`src/rtl/fifo_ctrl_pkg.sv`:
```
// Shared definitions for the sync FIFO writer/reader controller pair:
// state encodings, default thresholds and the fill pattern.
package fifo_ctrl_pkg;

   typedef enum logic [1:0] {
      WR_WRITING       = 2'd0,
      WR_WAIT_TO_STOP  = 2'd1,
      WR_STOPPED       = 2'd2,
      WR_WAIT_TO_START = 2'd3
   } wr_state_t;

   typedef enum logic [1:0] {
      RD_IDLE         = 2'd0,
      RD_READING      = 2'd1,
      RD_WAIT_TO_STOP = 2'd2
   } rd_state_t;

   localparam int          DEF_START_LEVEL = 4;
   localparam int          DEF_STOP_LEVEL  = 1;
   localparam logic [7:0]  PATTERN_AA      = 8'hAA;

   // Pointer advance for the 3-entry output buffer (0 -> 1 -> 2 -> 0).
   function automatic logic [1:0] buf_ptr_inc(input logic [1:0] p);
      return (p == 2'd2) ? 2'd0 : p + 2'd1;
   endfunction

endpackage

```
`src/rtl/fifo_reader_if.sv`:
```
// FIFO read port plus valid/ready output stream of the FIFO reader.
// master = the reader, slave = FIFO model / consumer side.
interface fifo_reader_if #(
   parameter int DATA_W  = 8,
   parameter int WORDS_W = 4
) ();
   logic               rd_en;
   logic [DATA_W-1:0]  fifo_rd_data;
   logic [WORDS_W-1:0] fifo_words;
   logic               out_valid;
   logic [DATA_W-1:0]  out_data;
   logic               out_ready;

   modport master (
      output rd_en, out_valid, out_data,
      input  fifo_rd_data, fifo_words, out_ready
   );

   modport slave (
      input  rd_en, out_valid, out_data,
      output fifo_rd_data, fifo_words, out_ready
   );
endinterface

```
`src/rtl/fifo_reader_out_skid_buf.sv`:
```
// out_skid_buf: 3-entry valid/ready buffer. Push and pop in the same cycle
// are both honoured; the head word is shown on o_data (0 when empty).
module out_skid_buf #(
   parameter int DATA_W = 8
) (
   input  logic              clk,
   input  logic              rst_n,
   input  logic              i_push,
   input  logic [DATA_W-1:0] i_push_data,
   output logic              o_valid,
   output logic [DATA_W-1:0] o_data,
   input  logic              i_ready,
   output logic [1:0]        o_buf_count
);
   import fifo_ctrl_pkg::*;

   logic [DATA_W-1:0] r_mem [0:2];
   logic [1:0]        r_head;
   logic [1:0]        r_tail;
   logic [1:0]        r_count;
   logic              w_pop;

   assign w_pop       = o_valid && i_ready;
   assign o_valid     = (r_count != 2'd0);
   assign o_data      = o_valid ? r_mem[r_head] : '0;
   assign o_buf_count = r_count;

   // Storage array; contents need no reset because o_data is gated by count.
   always_ff @(posedge clk) begin
      if (i_push) r_mem[r_tail] <= i_push_data;
   end

   // Pointers and occupancy; reset drops any buffered words.
   always_ff @(posedge clk) begin
      if (!rst_n) begin
         r_head  <= 2'd0;
         r_tail  <= 2'd0;
         r_count <= 2'd0;
      end else begin
         if (i_push) r_tail <= buf_ptr_inc(r_tail);
         if (w_pop)  r_head <= buf_ptr_inc(r_head);
         unique case ({i_push, w_pop})
            2'b10:   r_count <= r_count + 2'd1;
            2'b01:   r_count <= r_count - 2'd1;
            default: r_count <= r_count;
         endcase
      end
   end
endmodule

```
`src/rtl/fifo_reader.sv`:
```
// fifo_reader: read-side controller of the shared sync FIFO. Waits until the
// FIFO holds START_LEVEL words, then drains back-to-back down to STOP_LEVEL,
// passing words through a 3-entry buffer to a valid/ready consumer.
// Optional build macro FIFO_READER_READ_CHECK_EN adds a compare of every
// buffered word against EXPECTED and the saturating o_err_count port.
//
// state            | meaning
// RD_IDLE          | waiting for fifo_words >= START_LEVEL
// RD_READING       | issuing reads while buffer space and FIFO level allow
// RD_WAIT_TO_STOP  | one quiet cycle so the final read lands, then idle
module fifo_reader
   import fifo_ctrl_pkg::*;
#(
   parameter int DATA_W      = 8,
   parameter int WORDS_W     = 4,
   parameter int START_LEVEL = DEF_START_LEVEL,
   parameter int STOP_LEVEL  = DEF_STOP_LEVEL
`ifdef FIFO_READER_READ_CHECK_EN
   ,
   parameter logic [DATA_W-1:0] EXPECTED = DATA_W'(PATTERN_AA)
`endif
) (
   input  logic              clk,
   input  logic              rst_n,
   fifo_reader_if.master     bus,
   output logic [15:0]       o_rd_count
`ifdef FIFO_READER_READ_CHECK_EN
   ,
   output logic [7:0]        o_err_count
`endif
);

   if (!(STOP_LEVEL >= 0 && STOP_LEVEL < START_LEVEL &&
         START_LEVEL <= (2 ** WORDS_W) - 1)) begin : g_param_err
      $error("fifo_reader: need 0 <= STOP_LEVEL < START_LEVEL <= 2**WORDS_W-1");
   end

   localparam logic [WORDS_W:0] C_START = (WORDS_W+1)'(START_LEVEL);
   localparam logic [WORDS_W:0] C_STOP  = (WORDS_W+1)'(STOP_LEVEL);
   localparam logic [WORDS_W:0] C_STOP1 = (WORDS_W+1)'(STOP_LEVEL + 1);

   rd_state_t          r_state;
   logic               r_rd_pending;
   logic [15:0]        r_rd_count;
   logic [WORDS_W:0]   w_words;
   logic [1:0]         w_buf_count;
   logic               w_space_ok;
   logic               w_above_stop;
   logic               w_rd_en;
   logic               w_pop;

   // Space check uses registered occupancy only, so out_ready never reaches rd_en.
   assign w_words      = {1'b0, bus.fifo_words};
   assign w_space_ok   = ({1'b0, w_buf_count} + {2'b00, r_rd_pending}) <= 3'd2;
   assign w_above_stop = (w_words > C_STOP);
   assign w_rd_en      = (r_state == RD_READING) && w_space_ok && w_above_stop;
   assign bus.rd_en    = w_rd_en;
   assign w_pop        = bus.out_valid && bus.out_ready;
   assign o_rd_count   = r_rd_count;

   // Burst control: hysteresis between START_LEVEL and STOP_LEVEL.
   always_ff @(posedge clk) begin
      if (!rst_n) begin
         r_state <= RD_IDLE;
      end else begin
         case (r_state)
            RD_IDLE:
               if (w_words >= C_START) r_state <= RD_READING;
            RD_READING:
               if (!w_above_stop || (w_rd_en && (w_words <= C_STOP1)))
                  r_state <= RD_WAIT_TO_STOP;
            RD_WAIT_TO_STOP:
               r_state <= RD_IDLE;
            default:
               r_state <= RD_IDLE;
         endcase
      end
   end

   // Read data returns one cycle after the strobe; track the in-flight read.
   always_ff @(posedge clk) begin
      if (!rst_n) r_rd_pending <= 1'b0;
      else        r_rd_pending <= w_rd_en;
   end

   // Delivered-word counter, wraps naturally.
   always_ff @(posedge clk) begin
      if (!rst_n)     r_rd_count <= 16'd0;
      else if (w_pop) r_rd_count <= r_rd_count + 16'd1;
   end

   out_skid_buf #(.DATA_W(DATA_W)) u_out_buf (
      .clk         (clk),
      .rst_n       (rst_n),
      .i_push      (r_rd_pending),
      .i_push_data (bus.fifo_rd_data),
      .o_valid     (bus.out_valid),
      .o_data      (bus.out_data),
      .i_ready     (bus.out_ready),
      .o_buf_count (w_buf_count)
   );

`ifdef FIFO_READER_READ_CHECK_EN
   logic [7:0] r_err_count;
   assign o_err_count = r_err_count;

   // Count words entering the buffer that differ from the reference, saturating.
   always_ff @(posedge clk) begin
      if (!rst_n)
         r_err_count <= 8'd0;
      else if (r_rd_pending && (bus.fifo_rd_data != EXPECTED) && (r_err_count != 8'hFF))
         r_err_count <= r_err_count + 8'd1;
   end
`endif

endmodule

```
`src/flat_wrapper.sv`:
```
// flat-port wrapper written by rule: the top's interface ports become plain ports
module fifo_reader_flat import fifo_ctrl_pkg::*;
#(
   parameter int DATA_W      = 8,
   parameter int WORDS_W     = 4,
   parameter int START_LEVEL = DEF_START_LEVEL,
   parameter int STOP_LEVEL  = DEF_STOP_LEVEL

)
  (clk, rst_n, o_rd_count, bus_rd_en, bus_out_valid, bus_out_data, bus_fifo_rd_data, bus_fifo_words, bus_out_ready);
  fifo_reader_if #(.DATA_W(DATA_W), .WORDS_W(WORDS_W)) bus_i ();
  input  logic clk;
  input  logic rst_n;
  output logic [15:0] o_rd_count;
  output wire logic [$bits(bus_i.rd_en)-1:0] bus_rd_en;
  output wire logic [$bits(bus_i.out_valid)-1:0] bus_out_valid;
  output wire logic [$bits(bus_i.out_data)-1:0] bus_out_data;
  input wire logic [$bits(bus_i.fifo_rd_data)-1:0] bus_fifo_rd_data;
  input wire logic [$bits(bus_i.fifo_words)-1:0] bus_fifo_words;
  input wire logic [$bits(bus_i.out_ready)-1:0] bus_out_ready;
  assign bus_rd_en = bus_i.rd_en;
  assign bus_out_valid = bus_i.out_valid;
  assign bus_out_data = bus_i.out_data;
  assign bus_i.fifo_rd_data = bus_fifo_rd_data;
  assign bus_i.fifo_words = bus_fifo_words;
  assign bus_i.out_ready = bus_out_ready;
  fifo_reader #(.DATA_W(DATA_W), .WORDS_W(WORDS_W), .START_LEVEL(START_LEVEL), .STOP_LEVEL(STOP_LEVEL)) u_core (.clk(clk), .rst_n(rst_n), .bus(bus_i), .o_rd_count(o_rd_count));
endmodule
```
`config.mk`:
```
export PLATFORM = sky130hd
export DESIGN_NAME = fifo_reader_flat
export DESIGN_NICKNAME = d
export VERILOG_FILES = /design/src/rtl/fifo_ctrl_pkg.sv /design/src/rtl/fifo_reader_if.sv /design/src/rtl/fifo_reader_out_skid_buf.sv /design/src/rtl/fifo_reader.sv /design/src/flat_wrapper.sv
export SDC_FILE = /design/constraint.sdc
export NUM_CORES = 1
export LEC_CHECK = 0
export ABC_CLOCK_PERIOD_IN_PS = 1800
export CORE_ASPECT_RATIO = 2
export CORE_UTILIZATION = 40
export DETAILED_ROUTE_END_ITERATION = 16
export DONT_BUFFER_PORTS = 1
export HOLD_SLACK_MARGIN = 0.08
export MAX_ROUTING_LAYER = met4
export PLACE_DENSITY = 0.52
export SLEW_MARGIN = 5
export SYNTH_ARGS = -nofsm -noshare
export SYNTH_HDL_FRONTEND = slang
export SYNTH_HIERARCHICAL = 1
export SYNTH_SLANG_ARGS = --single-unit
```
`constraint.sdc`:
```
create_clock -name clk -period 1.8 [get_ports clk]
set_input_delay 0.36 -clock clk [delete_from_list [all_inputs] [get_ports clk]]
set_output_delay 0.36 -clock clk [all_outputs]
set_load 0.005 [all_outputs]
```
==> summary.txt, run 1 <==
Floorplanning
  • DIE WIDTH: 53.6 µm
  • # rows: 37
  • IO Pins: 41
  • Die H: 105 µm
  • Die Footprint: 5640 µm²
  • Core box area: 5140 µm²
  • Starting density of the core: 41.5%

STA
  • Worst-Margin Slew: 519 ps
  • Fin crit share: 106%
  • Fin crit period: 1910 ps
  • Final setup fails: 1
  • Final hold slack: 128 ps
  • Clock skew: 8.85 ps
  • Max_slew headroom: 65.4%
  • Max-slew violation count: 0
  • Worst Setup Slack, final: -111 ps
  • F_max: 523 MHz
  • Final hold vios: 0
  • RSZ-0062 raised after global routing: yes

Clock tree
  • CTS H-tree lvls: 2
  • CTS Hold Bufs: 0
  • Clock slew at reported path FFs: 90 ps
  • Root Driver: clkbuf_8
  • Clock Tree Buf Depth: 2
  • CTS tree: yes
  • CTS buffer count: 5
  • Clock Sinks: 51
  • Clock insertion delay at the later pin of the skew report: 300 ps

Pwr
  • Net Sw Frac: 26.8%
  • Pwr dens: 1120 nW/µm²
  • Total power: 0.00272 W
  • Internal cell power: 0.00199 W
  • Sequential Power Share: 50.4%
  • LEAKAGE: 0.850 nW
  • Maximum VDD drop: 814 µV
  • Comb power frac: 21.1%
  • Clock Power Share: 28.5%
  • Psw: 0.000730 W

Setup path
  • Crit path max fanout: 2
  • Startpoint Class: register
  • Crit Path Category: reg -> out
  • Critical Path RT: 1440 ps
  • Critical path data arrival time: 1550 ps
  • Setup crit end kind: output pin

Route
  • Residual DRC: 0
  • Pre-antenna DRT Iters: 4
  • DR vias: 1354
  • DR vias/cell: 5.33
  • Final antenna-violating net count: 0
  • Average wire per standard cell: 15.7 µm
  • DR iter-0 viols: 26
  • WL final: 4000 µm

Synthesis
  • Synth top area share: 33.8%
  • Compound-Gate Fraction of Synth Area: 4.75%
  • Top-count cell post-synth: dfxtp_1
  • Avg Cell Area, Syn: 11.7 µm²
  • Synth top cells by count: dfxtp_1 (27), edfxtp_1 (24), nor2_1 (23)
  • Area leader, netlist: edfxtp_1
  • Synth Register Bits: 51
  • Most common flop cell mapped by yosys: dfxtp_1
  • EDFF count, synth: 24
  • Top area cells in the synthesized netlist: edfxtp_1 (34%), dfxtp_1 (25%), xor2_1 (4.5%), mux2i_1 (4.2%), mux2_2 (4.2%)
  • Synth Instances: 182
  • Largest family of logic cells by synthesized area: simple AND/OR/NAND/NOR gates
  • Post-Syn Area: 2130 µm²
  • Library cells used by synthesis: 34
  • Xor and xnor area share after synthesis: 5.34%
  • Asr flop ratio synth: 0%
  • Warnings, synthesis: 6
  • Synth Area in Adders: 2.93%
  • Sequential-to-total area share from yosys stat: 59.2%
  • Simple-gate share of the synthesized area: 16.7%
  • Mux share of post-synthesis cell area: 8.45%
  • Synth Net Count: 202

Cells and area
  • Layout net count: 215
  • Layout cells sized above 1: 20.9%
  • Fill count: 504
  • Area growth syn-to-layout: 13.6%
  • ANT cells: 0

Placed design
  • Final weighted congestion in routability-driven placement: 0.726
  • Hpwl dp: 3030 µm
  • Port Buf Inserts: 0

Global routing
  • Vias in the first global route: 1433
  • Largest net degree at the start of global routing: 17
  • First-pass GRT wire length: 6510 µm
  • Initial antenna violation count: 0
  • Grt total ovfl: 0
  • GRT Resource Usage Total: 16.2%

Flow run
  • Max cap viols: 0

Run status
  • Status: finished, violations left
  • Violated checks: setup timing

Worst hold path
  • Hold Path Class: in -> reg
[layout by cell type, fill, tap and decap left out, types with 5 or more instances in the layout]
cell type	Yosys	final
mux2_2	8	8
clkbuf_8	0	5
mux2i_1	9	9
nor2_1	23	22
nand2_1	10	10
edfxtp_1	24	24
inv_1	7	6
dfxtp_1	27	23
or3_1	5	5
xor2_1	11	11
o21ai_0	5	5
buf_4	0	11
nand3_1	6	6
[logic make-up after synthesis]
| family | count (synthesis) |
|---|---|
| and+or+nand+nor | 67 |
| DFF | 51 |
| AOI/OAI and AO/OA | 17 |
| muxes | 17 |
| xor gates and xnor gates | 13 |
| buffers and inverters | 12 |
| adders and majority gates | 5 |
[worst max-delay path: stages (launching register included)]
cell     delay [ps]
dfxtp_2         360
ha_4            160
inv_4            40
ha_4            250
a21oi_2          60
nor4b_2         240
buf_4           150
[worst paths after layout]
path              cells past startpoint  slack (ps)                                         start                                           end
hold reg to reg                       2         490       u_core/u_out_buf/r_head[1]$_SDFFE_PN0N_                                      register
hold / removal                        1         130                             bus_fifo_words[3]                u_core/r_state[1]$_SDFFE_PN0P_
setup reg to reg                      6         130  u_core/u_out_buf/o_buf_count[0]$_SDFFE_PN0P_  u_core/u_out_buf/o_buf_count[1]$_SDFFE_PN0P_
setup / recovery                      6        -110                u_core/r_rd_pending$_SDFF_PN0_                                     bus_rd_en
[power groups by stage]
stage          Clock [W]  Sequential, W  Combinational (W)
6_report        0.000775        0.00137           0.000574
5_1_grt         0.000850        0.00139           0.000640
3_5_place_dp           0        0.00139           0.000526
2_1_floorplan          0        0.00136           0.000366
4_1_cts         0.000821        0.00137           0.000571
3_3_place_gp           0        0.00138           0.000501
[repair_timing]
item | 4_1_cts | 5_1_grt
setup buffers | 1 | 0
endpoints found under the setup margin | 9 | 5
resized for setup | 11 | 4
pin swaps | 5 | 3
[sequential cells by signal, indices dropped and copies added (netlist names), named ones only]
name                          flops
u_core/u_out_buf/o_buf_count      2
u_core/r_state                    2
u_core/u_out_buf/r_head           2
u_core/u_out_buf/r_mem           24
u_core/r_rd_pending               1
u_core/o_rd_count                16
u_core/u_out_buf/r_tail           2
[routing by layer]
layer | track usage (%) | part of all wire (%)
met5 | - | 0
met4 | 6.39 | 1.8
met3 | 4.47 | 5.6
met2 | 29.7 | 58
met1 | 14.7 | 35
[area by class of cell]
type	instances	area, µm²	share of cell area [%]
Sequential cell	51	1270	52.3
Multi-Input combinational cell	119	860	35.5
Timing Repair Buffer	11	82.6	3.41
Tap cell	58	72.6	3.00
Clock buffer	5	68.8	2.84
Clock inverter	3	43.8	1.81
Inverter	7	28.8	1.19
[stage by stage]
stage	instances	instance area, µm²	util [%]	TNS (ps)	worst slack, ps
after CTS	254	2410	47.0	-140	-140
after floorplan	182	2130	-	0	166
after global routing	254	2420	47.1	-169	-169
final	254	2420	47.1	-111	-111
after global placement	245	2250	43.8	0	143
after detailed placement	245	2250	43.8	0	86.9
(Power assumes the default switching activity.)
==> inputs of run 2 (changes only) <==
--- a/config.mk
+++ b/config.mk
@@ -5,14 +5,14 @@
 export SDC_FILE = /design/constraint.sdc
 export NUM_CORES = 1
 export LEC_CHECK = 0
-export ABC_CLOCK_PERIOD_IN_PS = 1800
+export ABC_CLOCK_PERIOD_IN_PS = 1600
 export CORE_ASPECT_RATIO = 2
 export CORE_UTILIZATION = 40
 export DETAILED_ROUTE_END_ITERATION = 16
 export DONT_BUFFER_PORTS = 1
 export HOLD_SLACK_MARGIN = 0.08
 export MAX_ROUTING_LAYER = met4
-export PLACE_DENSITY = 0.52
+export PLACE_DENSITY = 0.54
 export SLEW_MARGIN = 5
 export SYNTH_ARGS = -nofsm -noshare
 export SYNTH_HDL_FRONTEND = slang
==> constraint.sdc (replaced) <==
create_clock -name clk -period 1.6 [get_ports clk]
set_input_delay 0.32 -clock clk [delete_from_list [all_inputs] [get_ports clk]]
set_output_delay 0.32 -clock clk [all_outputs]
set_load 0.005 [all_outputs]
==> run 2 against run 1 <==
The flow still finishes with violations (setup timing). Die area unchanged. Final area is 7.8% higher. Sequential cell count unchanged. Largest power group unchanged.
==> summary.txt, run 2 (same netlist as run 1, synthesis figures left out) <==
Run status
  • Status: finished, violations left
  • Violated checks: setup timing

Cells and area
  • Most common cell after layout, fill and taps aside: edfxtp_1
  • Largest register FFs: 24 (unchanged)
  • Layout net count: 227 (+5.6%)
  • Layout cells sized above 1: 29.3% (+8.4 points)
  • ANT cells: 0 (unchanged)
  • Biggest register: u_core/u_out_buf/r_mem
  • Fill count: 471 (-6.5%)
  • Post-route insts no fill: 266 (+4.7%)
  • Area growth syn-to-layout: 22.5%
  • Most frequent cells in the layout: edfxtp_1 (24), dfxtp_1 (22), buf_4 (21), nor2_1 (21), xor2_1 (11)

Clock tree
  • Root Driver: clkbuf_8
  • Clock Tree Buf Depth: 2 (unchanged)
  • Clock slew at reported path FFs: 90 ps (about the same)
  • Clock insertion delay at the later pin of the skew report: 300 ps (about the same)
  • CTS H-tree lvls: 2 (unchanged)
  • Clock Sinks: 51 (unchanged)
  • CTS tree: yes
  • CTS buffer count: 5 (unchanged)

Pwr
  • Maximum VDD drop: 840 µV (+3.3%)
  • LEAKAGE: 0.947 nW (+11%)
  • Pwr dens: 1290 nW/µm² (+14%)
  • Comb power frac: 22.8% (+1.7 points)
  • Psw: 0.000879 W (+20%)
  • Clock Power Share: 31.0% (+2.5 points)
  • Net Sw Frac: 26.2% (-0.66 points)
  • Sequential Power Share: 46.2% (-4.2 points)
  • Internal cell power: 0.00248 W (+25%)

Setup path
  • Crit Path Category: reg -> out
  • Crit path max fanout: 2 (unchanged)
  • Startpoint Class: register
  • Critical Path RT: 1280 ps (-160 ps)
  • Setup crit end kind: output pin
  • Critical path data arrival time: 1590 ps (+40 ps)

Route
  • Average wire per standard cell: 16.5 µm (+4.8%)
  • Residual DRC: 0 (unchanged)
  • Final antenna-violating net count: 0 (unchanged)
  • WL final: 4390 µm (+9.8%)
  • DR vias: 1420 (+4.9%)
  • DR vias/cell: 5.34 (+0.14%)
  • Pre-antenna DRT Iters: 4 (unchanged)
  • DR iter-0 viols: 29 (+12%)

Placed design
  • Dpl cells: 253 (+3.3%)
  • Port Buf Inserts: 0 (unchanged)
  • Hpwl dp: 3190 µm (+5.1%)
  • Final weighted congestion in routability-driven placement: 0.745 (+2.5%)

Floorplanning
  • Starting density of the core: 41.5% (unchanged)
  • Die Footprint: 5640 µm² (unchanged)
  • Core box area: 5140 µm² (unchanged)
  • DIE WIDTH: 53.6 µm (unchanged)
  • # rows: 37 (unchanged)
  • IO Pins: 41 (unchanged)
  • Die H: 105 µm (unchanged)

Global routing
  • First-pass GRT wire length: 6960 µm (+6.9%)
  • Grt total ovfl: 0 (unchanged)
  • Vias in the first global route: 1580 (+10%)
  • Largest net degree at the start of global routing: 17 (unchanged)
  • Initial antenna violation count: 0 (unchanged)
  • GRT Resource Usage Total: 17.6% (+1.3 points)

STA
  • Max_slew headroom: 63.8% (-1.6 points)
  • Fin crit share: 120%
  • RSZ-0062 raised after global routing: yes
  • Worst-Margin Slew: 542 ps (+23.5 ps)
  • Max-slew violation count: 0 (unchanged)
  • F_max: 522 MHz
  • Clock skew: 5.45 ps (-3.39 ps)
  • Final setup fails: 1 (unchanged)
  • Worst Setup Slack, final: -315 ps (-204 ps)
  • Setup Total Neg Slack: -315 ps (-204 ps)
  • Final hold vios: 0 (unchanged)
  • Fin crit period: 1910 ps

Flow run
  • Max cap viols: 0 (unchanged)

Worst hold path
  • Hold Path Class: in -> reg
## run 2: cell types whose count changed in the layout (fill, tap and decap cells not counted), sizes merged
cell,previous run,this run
bufinv,1,2
clkinvlp,0,1
dlygate4sd3,0,2
clkinv,2,0
buf,11,21
## run 2: layout make-up
type                            count  area [µm²]  area share (%)
Inverter                            7        26.3            1.01
Clock inverter                      3        67.6            2.59
Tap cell                           58        72.6            2.78
Multi-Input combinational cell    119         928            35.6
Timing Repair Buffer               23         178            6.80
Clock buffer                        5        68.8            2.64
Sequential cell                    51        1270            48.6
## run 2: power by group through the flow
stage                     Clock, W  Sequential (W)  Combinational [W]
final                      0.00104         0.00155           0.000765
after global routing       0.00112         0.00156           0.000847
after CTS                  0.00107         0.00155           0.000759
after detailed placement         0         0.00155           0.000634
after global placement           0         0.00154           0.000608
after floorplan                  0         0.00153           0.000416
## run 2: metrics by stage
step | util, % | cell area (µm²) | worst slack (ps) | total power, W | hold slack (ps)
floorplan | - | 2130 | 6.02 | 0.00194 | 397
global placement | 45.0 | 2310 | -13.3 | 0.00215 | 400
detailed placement | 45.0 | 2310 | -80.1 | 0.00218 | 404
CTS | 50.3 | 2580 | -301 | 0.00338 | 97.4
global route | 50.8 | 2610 | -353 | 0.00353 | 80.7
finish | 50.8 | 2610 | -315 | 0.00336 | 105
## run 2: worst max-delay path, stage by stage, from the launching register on
cell     delay, ps
dfxtp_2        360
ha_4           140
inv_2           40
ha_4           250
a21oi_2         60
nor4b_2        270
buf_4          160
## run 2: layer usage
metal  GRT usage, %  vias up  share of wire (%)
li1               -      687                  -
met1           15.0      695                 35
met2           32.8       31                 59
met3           3.90        7                4.4
met4           8.46        0                1.9
met5              -        -                  0
## run 2: path summary, 6_finish.rpt
kind | from | to | slack, ps | cells after the start
setup / recovery | u_core/u_out_buf/o_buf_count[0]$_SDFFE_PN0P_ | bus_rd_en | -310 | 6
hold / removal | bus_fifo_rd_data[0] | u_core/u_out_buf/r_mem[1][0]$_DFFE_PP_ | 100 | 0
setup reg to reg | u_core/u_out_buf/o_buf_count[0]$_SDFFE_PN0P_ | u_core/o_rd_count[13]$_SDFFE_PN0P_ | 0 | 7
hold reg to reg | u_core/u_out_buf/r_head[1]$_SDFFE_PN0N_ | register | 490 | 2
## run 2: timing repair
item / CTS / global route
pin swaps: 6 / 4
endpoints found under the hold margin: 1 / 0
setup buffers: 2 / 1
endpoints found under the setup margin: 13 / 16
resized for setup: 27 / 7
hold buffers: 2 / 0
==> inputs of run 3 (changes only) <==
--- a/config.mk
+++ b/config.mk
@@ -13,7 +13,6 @@
 export HOLD_SLACK_MARGIN = 0.08
 export MAX_ROUTING_LAYER = met4
 export PLACE_DENSITY = 0.54
-export SLEW_MARGIN = 5
 export SYNTH_ARGS = -nofsm -noshare
 export SYNTH_HDL_FRONTEND = slang
 export SYNTH_HIERARCHICAL = 1
==> results of run 3 <==
Same layout as run 2: the final DEF is identical, and so are final timing and power.
